**config.mk**
```make
export PLATFORM = sky130hd
export DESIGN_NAME = seq_comparator_flat
export DESIGN_NICKNAME = d
export VERILOG_FILES = /design/src/rtl/seq_comparator_if.sv /design/src/rtl/seq_comparator.sv /design/src/flat_wrapper.sv
export SDC_FILE = /design/constraint.sdc
export NUM_CORES = 1
export LEC_CHECK = 0
export BUFFER_PORTS_ARGS = -buffer_cell sky130_fd_sc_hd__clkbuf_2
export CAP_MARGIN = 20
export CORE_MARGIN = 5
export CORE_UTILIZATION = 47
export DETAILED_ROUTE_END_ITERATION = 8
export GPL_TIMING_DRIVEN = 0
export PLACE_DENSITY = 0.73
export SETUP_SLACK_MARGIN = 0.15
export SLEW_MARGIN = 30
export SYNTH_ARGS = -nofsm -noshare
export SYNTH_HDL_FRONTEND = slang
export SYNTH_SLANG_ARGS = --single-unit
export TNS_END_PERCENT = 50
```
**constraint.sdc**
```tcl
create_clock -name clk -period 1.65 [get_ports clk]
set_clock_uncertainty 0.05 [all_clocks]
set_input_delay 0.33 -clock clk [delete_from_list [all_inputs] [get_ports clk]]
set_output_delay 0.33 -clock clk [all_outputs]
set_load 0.02 [all_outputs]
```
**src/rtl/seq_comparator_if.sv**
```systemverilog
// Request/result bundle for seq_comparator: operands and start in, status and result flags out.
// A request is accepted on a rising edge where start=1 and busy=0; operands are captured then.
interface seq_comparator_if #(
   parameter int WIDTH = 16
);
   logic             start;
   logic             signed_mode;
   logic [WIDTH-1:0] data_a;
   logic [WIDTH-1:0] data_b;
   logic             busy;
   logic             done;
   logic             gt;
   logic             eq;
   logic             lt;

   modport master (
      output start, signed_mode, data_a, data_b,
      input  busy, done, gt, eq, lt
   );

   modport slave (
      input  start, signed_mode, data_a, data_b,
      output busy, done, gt, eq, lt
   );
endinterface

```
**src/rtl/seq_comparator.sv**
```systemverilog
// Digit-serial magnitude comparator: walks operands MSD-first, DIGIT bits per cycle,
// and stops at the first differing digit. Signed mode flips the MSBs so signed order becomes unsigned order.
module seq_comparator #(
   parameter int WIDTH = 16,
   parameter int DIGIT = 4
) (
   input  logic                clk,
   input  logic                rst_n,
   seq_comparator_if.slave     bus,
   output logic [1:0]          dbg_state
);
   localparam int N     = WIDTH / DIGIT;
   localparam int IDX_W = (N > 1) ? $clog2(N) : 1;

   typedef enum logic [1:0] {
      S_IDLE = 2'd0,
      S_RUN  = 2'd1,
      S_DONE = 2'd2
   } state_t;

   state_t             state;
   state_t             state_nxt;
   logic [WIDTH-1:0]   a_q;
   logic [WIDTH-1:0]   b_q;
   logic [IDX_W-1:0]   idx;
   logic               gt_q;
   logic               eq_q;
   logic               lt_q;
   logic [DIGIT-1:0]   dig_a;
   logic [DIGIT-1:0]   dig_b;
   logic               differ;
   logic               last;
   logic               accept;

   // Captured operands shift left each step, so the digit under test is always the top one.
   assign dig_a  = a_q[WIDTH-1 -: DIGIT];
   assign dig_b  = b_q[WIDTH-1 -: DIGIT];
   assign differ = (dig_a != dig_b);
   assign last   = (idx == IDX_W'(N - 1));
   assign accept = bus.start && (state != S_RUN);

   // State register
   always_ff @(posedge clk or negedge rst_n) begin
      if (!rst_n) state <= S_IDLE;
      else        state <= state_nxt;
   end

   // Next-state logic
   always_comb begin
      state_nxt = state;
      case (state)
         S_IDLE:  if (accept) state_nxt = S_RUN;
         S_RUN:   if (differ || last) state_nxt = S_DONE;
         S_DONE:  state_nxt = accept ? S_RUN : S_IDLE;
         default: state_nxt = S_IDLE;
      endcase
   end

   // Output logic
   always_comb begin
      bus.busy  = 1'b0;
      bus.done  = 1'b0;
      case (state)
         S_RUN:   bus.busy = 1'b1;
         S_DONE:  bus.done = 1'b1;
         default: ;
      endcase
   end

   // Datapath: operand capture, digit stepping and result registers
   always_ff @(posedge clk or negedge rst_n) begin
      if (!rst_n) begin
         a_q  <= '0;
         b_q  <= '0;
         idx  <= '0;
         gt_q <= 1'b0;
         eq_q <= 1'b0;
         lt_q <= 1'b0;
      end else begin
         case (state)
            S_IDLE, S_DONE: begin
               if (bus.start) begin
                  a_q <= {bus.data_a[WIDTH-1] ^ bus.signed_mode, bus.data_a[WIDTH-2:0]};
                  b_q <= {bus.data_b[WIDTH-1] ^ bus.signed_mode, bus.data_b[WIDTH-2:0]};
                  idx <= '0;
               end
            end
            S_RUN: begin
               if (differ) begin
                  gt_q <= (dig_a > dig_b);
                  lt_q <= (dig_a < dig_b);
                  eq_q <= 1'b0;
               end else if (last) begin
                  gt_q <= 1'b0;
                  lt_q <= 1'b0;
                  eq_q <= 1'b1;
               end else begin
                  idx <= idx + IDX_W'(1);
                  a_q <= a_q << DIGIT;
                  b_q <= b_q << DIGIT;
               end
            end
            default: ;
         endcase
      end
   end

   assign bus.gt    = gt_q;
   assign bus.eq    = eq_q;
   assign bus.lt    = lt_q;
   assign dbg_state = state;
endmodule

```
**src/flat_wrapper.sv**
```systemverilog
// flat-port wrapper written by rule: the top's interface ports become plain ports
module seq_comparator_flat 
#(
   parameter int WIDTH = 16,
   parameter int DIGIT = 4
)
  (clk, rst_n, dbg_state, bus_start, bus_signed_mode, bus_data_a, bus_data_b, bus_busy, bus_done, bus_gt, bus_eq, bus_lt);
  seq_comparator_if #(.WIDTH(WIDTH)) bus_i ();
  input  logic clk;
  input  logic rst_n;
  output logic [1:0] dbg_state;
  input wire logic [$bits(bus_i.start)-1:0] bus_start;
  input wire logic [$bits(bus_i.signed_mode)-1:0] bus_signed_mode;
  input wire logic [$bits(bus_i.data_a)-1:0] bus_data_a;
  input wire logic [$bits(bus_i.data_b)-1:0] bus_data_b;
  output wire logic [$bits(bus_i.busy)-1:0] bus_busy;
  output wire logic [$bits(bus_i.done)-1:0] bus_done;
  output wire logic [$bits(bus_i.gt)-1:0] bus_gt;
  output wire logic [$bits(bus_i.eq)-1:0] bus_eq;
  output wire logic [$bits(bus_i.lt)-1:0] bus_lt;
  assign bus_i.start = bus_start;
  assign bus_i.signed_mode = bus_signed_mode;
  assign bus_i.data_a = bus_data_a;
  assign bus_i.data_b = bus_data_b;
  assign bus_busy = bus_i.busy;
  assign bus_done = bus_i.done;
  assign bus_gt = bus_i.gt;
  assign bus_eq = bus_i.eq;
  assign bus_lt = bus_i.lt;
  seq_comparator #(.WIDTH(WIDTH), .DIGIT(DIGIT)) u_core (.clk(clk), .rst_n(rst_n), .bus(bus_i), .dbg_state(dbg_state));
endmodule
```
# After elaboration in Yosys (flattened, before gate mapping)

Index checks and enable logic that the tools add are counted.

Flip-flop bits (word level): 39
Output and inout bits: 7

Add/subtract/negate cells: 1
$lt $le $gt $ge: 2
Equal/unequal tests: 10
Mux-type cells: 23
Bitwise operators: 2
Reduce and logical (&&, ||, !) cells: 9

Operators by type and width:

| operator                                      | number |
|---|---|
| two-way mux 16 bit                            | 6 |
| one-hot mux 16 bit (2 select lines)           | 2 |
| two-way mux 2 bit                             | 5 |
| two-way mux 1 bit                             | 8 |
| != test 2 x 1 -> 1 bit, second input constant | 3 |
| != test 2 bit, second input constant          | 3 |
| one-hot mux 2 bit (3 select lines)            | 1 |
| == test 2 bit, second input constant          | 2 |
| greater-than comparator 4 bit                 | 1 |
| less-than comparator 4 bit                    | 1 |
| != test 4 bit                                 | 1 |
| one-hot mux 2 bit (2 select lines)            | 1 |
| AND reduction 2 bit                           | 2 |
| AND reduction 4 bit                           | 1 |
| nonzero test 2 bit                            | 2 |
| adder 2 x 1 -> 2 bit, second input constant   | 1 |
| == test 2 x 1 -> 1 bit, second input constant | 1 |
| zero test 2 bit                               | 1 |
| OR reduction 2 bit                            | 1 |
| XOR 1 bit                                     | 2 |
| logical AND 1 bit                             | 1 |
| logical OR 1 bit                              | 1 |

# Depth between registers and ports, before layout

Gate-level depths: netlist of the first run.

Word-level depth: 4
Depth in mapped cells: 7
Gate-level depth less buffers: 6

# Worst setup path before layout of the first run

No wires, ideal clock.

Kind: register -> register
Start point: register u_core.a_q[15]
End point: register u_core.a_q[15]
Setup time: 0.122 ns
Arrival time: 1.355 ns
Setup slack: 0.123 ns
Cell stages (with the launch flop): 7
Buffers on the path: 1
Period minus slack after synthesis: 1.527 ns
Cell sequence: dfrtp_1 > ha_1 > and4_1 > nand3_4 > buf_6 > o22ai_2 > a21oi_1

Longest elaborated chain between the ends: 3

Ends and longest elaborated chain:

| what                          | line                 | source |
|---|---|---|
| from (decl)                   | seq_comparator.sv:23 | `logic [WIDTH-1:0] a_q;` |
| from (signal assigned)        | seq_comparator.sv:83 | `a_q <= {bus.data_a[WIDTH-1] ^ bus.signed_mode, bus.data_a[WIDTH-2:0]};` |
| from (signal assigned)        | seq_comparator.sv:99 | `a_q <= a_q << DIGIT;` |
| != test 4 bit                 | seq_comparator.sv:38 | `assign differ = (dig_a != dig_b);` |
| != test 2 bit (no line)       | --                   |  |
| AND reduction 4 bit (no line) | --                   |  |

Every way passes these cells.
A chain may end at the register's enable or synchronous reset.

# Worst setup path after layout of the first run

Start point: register u_core.a_q[14]
End point: register u_core.b_q[15]

Longest elaborated chain between the ends: 3

Ends and longest elaborated chain:

| what                          | line                  | source |
|---|---|---|
| != test 4 bit                 | seq_comparator.sv:38  |  |
| != test 2 bit (no line)       | --                    |  |
| AND reduction 4 bit (no line) | --                    |  |
| to (signal assigned)          | seq_comparator.sv:84  | `b_q <= {bus.data_b[WIDTH-1] ^ bus.signed_mode, bus.data_b[WIDTH-2:0]};` |
| to (signal assigned)          | seq_comparator.sv:100 | `b_q <= b_q << DIGIT;` |
| to (decl)                     | seq_comparator.sv:24  | `logic [WIDTH-1:0] b_q;` |

Every way passes these cells.

==> results of run 1 <==
-- flip-flops by register name, indices dropped and copies added, names as in the netlist --
register,cells
u_core.a_q,16
u_core.b_q,16
u_core.bus.eq,1
u_core.bus.gt,1
u_core.bus.lt,1
u_core.dbg_state,2
u_core.idx,2
-- power groups by stage --
stage                     Combinational (W)  Clock, W  Sequential (W)
after CTS                           0.00149  0.000719         0.00162
after floorplan                    0.000946         0         0.00160
after detailed placement            0.00131         0         0.00161
after global routing                0.00179  0.000764         0.00170
final                               0.00160  0.000708         0.00165
after global placement              0.00127         0         0.00159
-- per-stage QoR --
stage / setup slack, ps / cells / utilization, %
2_1_floorplan: 153 / 183 / -
6_report: 27.6 / 285 / 64.7
5_1_grt: -46.6 / 285 / 64.7
3_5_place_dp: 5.11 / 273 / 56.2
4_1_cts: 31.5 / 285 / 62.3
3_3_place_gp: 17.2 / 273 / 56.1
-- what timing repair did --
action,CTS,global route
cloned,3,0
pin swaps,6,4
setup buffers,1,0
setup endpoints to repair,38,38
gates resized for setup,14,20
-- final cells by class --
type / count / area (um2) / area share (%)
sequential: 39 / 976 / 40.9
tap: 48 / 60.1 / 2.52
buffer: 14 / 119 / 4.98
clock buffer: 8 / 100 / 4.20
inverter: 8 / 30.0 / 1.26
multi-input combinational: 123 / 856 / 35.9
timing repair buffer: 45 / 245 / 10.3
-- cell families (layout without fill, tap and decap cells) --
kind of cell,after synthesis,in the layout,synth area share (%)
adders and majority gates,5,5,3.47
and+or+nand+nor,57,58,14.8
buffers and inverters,22,75,7.85
AOI/OAI and AO/OA,58,58,18.7
DFF,39,39,54.2
xor gates and xnor gates,2,2,0.973
-- final timing paths --
check | startpoint | endpoint | slack [ps] | cells after the start
worst max-delay path | u_core.a_q[14] | u_core.b_q[15] | 30 | 6
worst min-delay path | rst_n | u_core.dbg_state[1] | -10 | 1
worst max register to register | u_core.a_q[14] | u_core.b_q[15] | 30 | 6
worst min register to register | u_core.bus.lt | u_core.bus.lt | 430 | 2
max in group asynchronous | rst_n | u_core.a_q[7] | 1190 | 1
min in group clk | bus_data_b[0] | u_core.b_q[0] | 180 | 3
-- per-layer routing --
metal | global-route usage [%] | vias to the layer above
li1 | - | 753
met4 | 6.26 | 0
met2 | 27.9 | 33
met3 | 4.16 | 7
met1 | 22.0 | 715
met5 | 0 | -
-- cell usage in the layout (no fill, tap or decap) --
| master | count |
|---|---|
| and4_4 | 1 |
| ha_4 | 3 |
| inv_2 | 1 |
| a32o_1 | 1 |
| nor2b_4 | 1 |
| nand4_1 | 1 |
| a21oi_2 | 2 |
| clkbuf_1 | 2 |
| o21ai_1 | 3 |
| dfrtp_1 | 39 |
| nand3_4 | 1 |
| buf_6 | 8 |
| buf_2 | 5 |
| nand2_1 | 20 |
| o22ai_4 | 2 |
| a21oi_1 | 22 |
| inv_1 | 7 |
| nand2b_1 | 1 |
| o22ai_2 | 15 |
| buf_4 | 3 |
| a31oi_1 | 4 |
| xor2_1 | 2 |
| clkbuf_2 | 40 |
| o22ai_1 | 7 |
| clkbuf_8 | 7 |
| o21ai_0 | 2 |
| buf_8 | 1 |
| nor2b_1 | 1 |
| and2b_1 | 1 |
| nand3_1 | 10 |
| clkbuf_4 | 1 |
| nand3_2 | 1 |
| ha_1 | 2 |
| nor2_1 | 20 |
==> results.yml, run 1 <==
critical_path:
  cpLargestDelayFamily: "flip-flops"
  crit_fanout: 5
  arrival_ps: 1740
  start_kind: "flop"
  cp_cell_sequence: "ha_4, and4_4, nand3_4, buf_4, o22ai_1, a31oi_1"
  worst-path-buf-inv: 1
  cp_slowest_cell: "dfrtp_1"
  critical_path_required_ps: 1770
  crit_path_end_kind: "flop"
  worstSetupPathType: "reg -> reg"
  critPathMaxStageDelay_ps: 430
power:
  power_density_nw_per_um2: 1660
  irDropWorstVdd_mv: 0.857
  clkPwrFrac_pct: 17.8
  power_leakage_nw: 1.11
  finalPower_w: 0.00396
  p_comb_share_pct: 40.4
  pwr-share-seq_pct: 41.7
  p_int_w: 0.00251
  p_sw_w: 0.00146
  sw_frac_of_total_pct: 36.7
detailed_routing:
  vias: 1508
  top_layer: "met4"
  routed-wl-met3_um: 219
  drt_iter0_markers: 85
  viasPerCell: 5.29
  wl_met1_um: 1910
  wl_per_cell_um: 15.4
  firstDrtPassIters: 4
  drc_errors: 0
  ant_nets: 0
  wl_met2_um: 2190
  drt-total-wl_um: 4380
sta:
  worst_pin_slew_ps: 802
  slew_headroom_pct: 46.5
  finalCriticalPeriod_ps: 1620
  hold_viol_final: 6
  max_freq_ghz: 0.616
  layout_worst_path_cycle_share_pct: 98.3
  rsz0062_at_grt: "yes"
  setup_viol: 0
  fin_worst_hold_slack_ps: -10.4
  fin_tns_setup_ps: 0
  slew_violations: 0
placement:
  gp_congestion: 0.761
  dpl-instance-area_um2: 2070
  post-dp-hpwl_um: 2820
  numPortBuffers: 42
synth:
  avgSynthCellArea_um2: 9.84
  synth_ff_type: "dfrtp_1"
  synth_edf_count: 0
  synth_largest_area_cell: "dfrtp_1"
  syn_nets: 224
  yosysTopAreaCellShare_pct: 54.2
  yosysSeqAreaShare_pct: 54.2
  yosysMostFrequentCell: "dfrtp_1"
  synth_area_leaders: "dfrtp_1, o22ai_1, a21oi_1"
  synth_top_cells_by_count: "dfrtp_1, a21oi_1, o22ai_1"
  synthDistinctLibCells: 25
  async_flop_share_pct: 100
  syn-cell-area_um2: 1800
  ys_ff_latch: 39
  syn_inst: 183
  yosys_warnings: 0
clock_network:
  h-tree-depth: 2
  cts-buffers-inserted: 5
  cts.sinks: 39
  cts.clk_slew.worst_paths_ps: 70
  clkLatencyLatePin_ps: 290
  clockBufferDepth: 2
  clockRootBuffer: "clkbuf_8"
  cts_tree: "done"
  holdBufCountCts: 0
grt:
  track_usage_pct: 17.0
  grt_pass1_wl_um: 6820
  grt_max_degree: 40
  grt_pass1_vias: 1470
  antenna_found_initial: 0
  grt_overflow: 0
die:
  die_x_um: 71.9
  die_y_um: 71.9
  row_count: 22
  coreArea_um2: 3690
  dieArea_um2: 5170
  initial_utilization_pct: 48.8
  pin_count: 43
status:
  outcome: "complete, but fails checks"
  violations: "hold timing"
layout:
  syn_to_final_growth_pct: 32.5
  fin_nets: 277
  antenna_cells_inserted: 0
  post-route-cell-area_um2: 2390
  drive_gt1_share_pct: 38.8
  nFillCells: 332
hold_path:
  hp-class: "in -> async"
run:
  maxCapViolations: 0
Power figures use the tool's default switching activity.
==> run 2: changes to the inputs <==
--- a/config.mk
+++ b/config.mk
@@ -9,9 +9,11 @@
 export CAP_MARGIN = 20
 export CORE_MARGIN = 5
 export CORE_UTILIZATION = 47
+export CTS_CLUSTER_SIZE = 20
 export DETAILED_ROUTE_END_ITERATION = 8
 export GPL_TIMING_DRIVEN = 0
 export PLACE_DENSITY = 0.73
+export REMOVE_ABC_BUFFERS = 1
 export SETUP_SLACK_MARGIN = 0.15
 export SLEW_MARGIN = 30
 export SYNTH_ARGS = -nofsm -noshare
==> run 2 against run 1 <==
  * The flow finishes with violations (setup timing)
  * Worst setup slack worse by 48 ps
  * Register-to-register slack got worse by 50 ps
  * Sequential power about the same
  * Critical path depth down 1
  * Cell count decreased by 2.1%
  * Sequential share of layout area increased by 0.85 points
  * Via count up 2.5%
  * Clock-buffer cell count is the same
  * Critical endpoint is now u_core.b_q[1]
  * Highest routed layer unchanged
==> results.yml, run 2 (same netlist as run 1, synthesis figures left out) <==
placement:
  gp_congestion: 0.727
  post-dp-hpwl_um: 2140
  place_inst: 259
  dpl-instance-area_um2: 1960
  numPortBuffers: 42
detailed_routing:
  drc_errors: 0
  wl_per_cell_um: 15.7
  firstDrtPassIters: 4
  drt-total-wl_um: 4390
  viasPerCell: 5.54
  drt_iter0_markers: 113
  ant_nets: 0
  vias: 1546
hold_path:
  hp-class: "in -> reg"
clock_network:
  clkLatencyLatePin_ps: 290
  h-tree-depth: 2
  cts.sinks: 39
  cts_tree: "done"
  clockRootBuffer: "clkbuf_8"
  clockBufferDepth: 2
  cts-buffers-inserted: 5
  cts.clk_slew.worst_paths_ps: 70
grt:
  grt_pass1_vias: 1449
  grt_pass1_wl_um: 6980
  track_usage_pct: 17.5
  gr-max-usage-layer: "met2"
  grtUsageMet3_pct: 5.54
  grtUsageMet1_pct: 23.1
  grt_overflow: 0
  antenna_found_initial: 0
  grt_use_met2_pct: 27.8
  grt_max_degree: 40
die:
  die_x_um: 71.9
  dieArea_um2: 5170
  die_y_um: 71.9
  pin_count: 43
  row_count: 22
  initial_utilization_pct: 48.8
  coreArea_um2: 3690
sta:
  max_freq_ghz: 0.599
  setup_ws_ps: -20.4
  layout_worst_path_cycle_share_pct: 101
  hold_viol_final: 0
  slew_violations: 0
  worst_pin_slew_ps: 535
  fin_worst_hold_slack_ps: 184
  rsz0062_at_grt: "yes"
  setup_viol: 3
  fin_tns_setup_ps: -40.3
  finalCriticalPeriod_ps: 1670
  slew_headroom_pct: 64.3
layout:
  reg_top3: "u_core.a_q (16), u_core.b_q (16)"
  syn_to_final_growth_pct: 29.8
  fin_nets: 271
  final_cell_mix: "clkbuf_2, dfrtp_1, o22ai_1, nor2_1, nand2_1"
  mostFrequentLayoutCell: "clkbuf_2"
  layout.cells.non_filler: 279
  nFillCells: 313
  drive_gt1_share_pct: 35.9
  post-route-cell-area_um2: 2340
  antenna_cells_inserted: 0
critical_path:
  arrival_ps: 1790
  reg2reg_depth: 5
  critical_path_required_ps: 1770
  critPathLaunch: "u_core.b_q[12]"
  r2r_end: "u_core.b_q[1]"
  timing.rr.start: "u_core.b_q[12]"
  worstSetupPathType: "reg -> reg"
  crit_fanout: 15
  ff2ff_setup_slack_ps: -20
  start_kind: "flop"
  crit_path_end_kind: "flop"
  endpoint: "u_core.b_q[1]"
power:
  sw_frac_of_total_pct: 37.6
  pwr-share-seq_pct: 39.9
  power_density_nw_per_um2: 1740
  power_leakage_nw: 1.04
  p_comb_share_pct: 43.1
  clkPwrFrac_pct: 17.0
  p_int_w: 0.00253
  irDropWorstVdd_mv: 0.970
  p_sw_w: 0.00153
  finalPower_w: 0.00406
status:
  violations: "setup timing"
  outcome: "complete, but fails checks"
run:
  maxCapViolations: 0
run 2: cell count changes in the layout (fill, tap and decap cells not counted), moves of 2 or more:
cell and delta:
nand3_4 +5, o22ai_2 -12, buf_2 -4, o22ai_4 -2, a21oi_2 +7, o22ai_1 +14
a21oi_1 -7, buf_6 -7, ha_1 -2
run 2: cell type report:
cell class	count	area [um2]	area share, %
flip-flops and latches	39	976	41.8
repair buffers	48	277	11.8
inverters	8	33.8	1.45
clock buffers	8	100	4.28
well taps	48	60.1	2.57
multi-input cells	128	891	38.1
run 2: metrics by stage:
step                      util [%]  setup WS, ps
final                         63.4         -20.4
after global routing          63.4         -64.3
after CTS                     61.5          30.2
after detailed placement      53.2          -430
after global placement        53.1          -446
after floorplan                  -          -206
run 2: worst min path at each step:
stage,depth (start not counted),startpoint,slack [ps],to
2_1_floorplan,0,rst_n,-20,u_core.a_q[0]
3_3_place_gp,2,u_core.b_q[3],420,u_core.b_q[3]
3_5_place_dp,2,u_core.bus.lt,430,u_core.bus.lt
4_1_cts,1,rst_n,160,u_core.a_q[1]
5_1_grt,3,bus_data_a[3],180,u_core.a_q[3]
6_report,3,bus_data_b[3],180,u_core.b_q[3]
run 2: critical path, stage by stage (launching register included):
cell	delay [ps]
dfrtp_1	420
ha_4	280
and4_4	340
nand3_4	220
nand3_1	170
nand2_1	70
run 2: power groups by stage:
stage	clock network, W	logic (W)	registers, W
global route	0.000755	0.00192	0.00166
finish	0.000689	0.00175	0.00162
detailed placement	0	0.00118	0.00160
floorplan	0	0.000846	0.00160
global placement	0	0.00115	0.00158
CTS	0.000696	0.00156	0.00161
run 2: timing repair:
item / 4_1_cts / 5_1_grt
cloned: 5 / 1
pin swaps: 10 / 8
setup buffers: 4 / 1
resized for setup: 16 / 13
setup endpoints to repair: 38 / 39
hold buffers: 0 / 1
hold endpoints to repair: 0 / 39
run 2: routing by layer:
layer	vias to the layer above	wire length, um
li1	750	-
met1	731	1790
met2	61	2200
met3	4	359
met4	0	38
met5	-	0
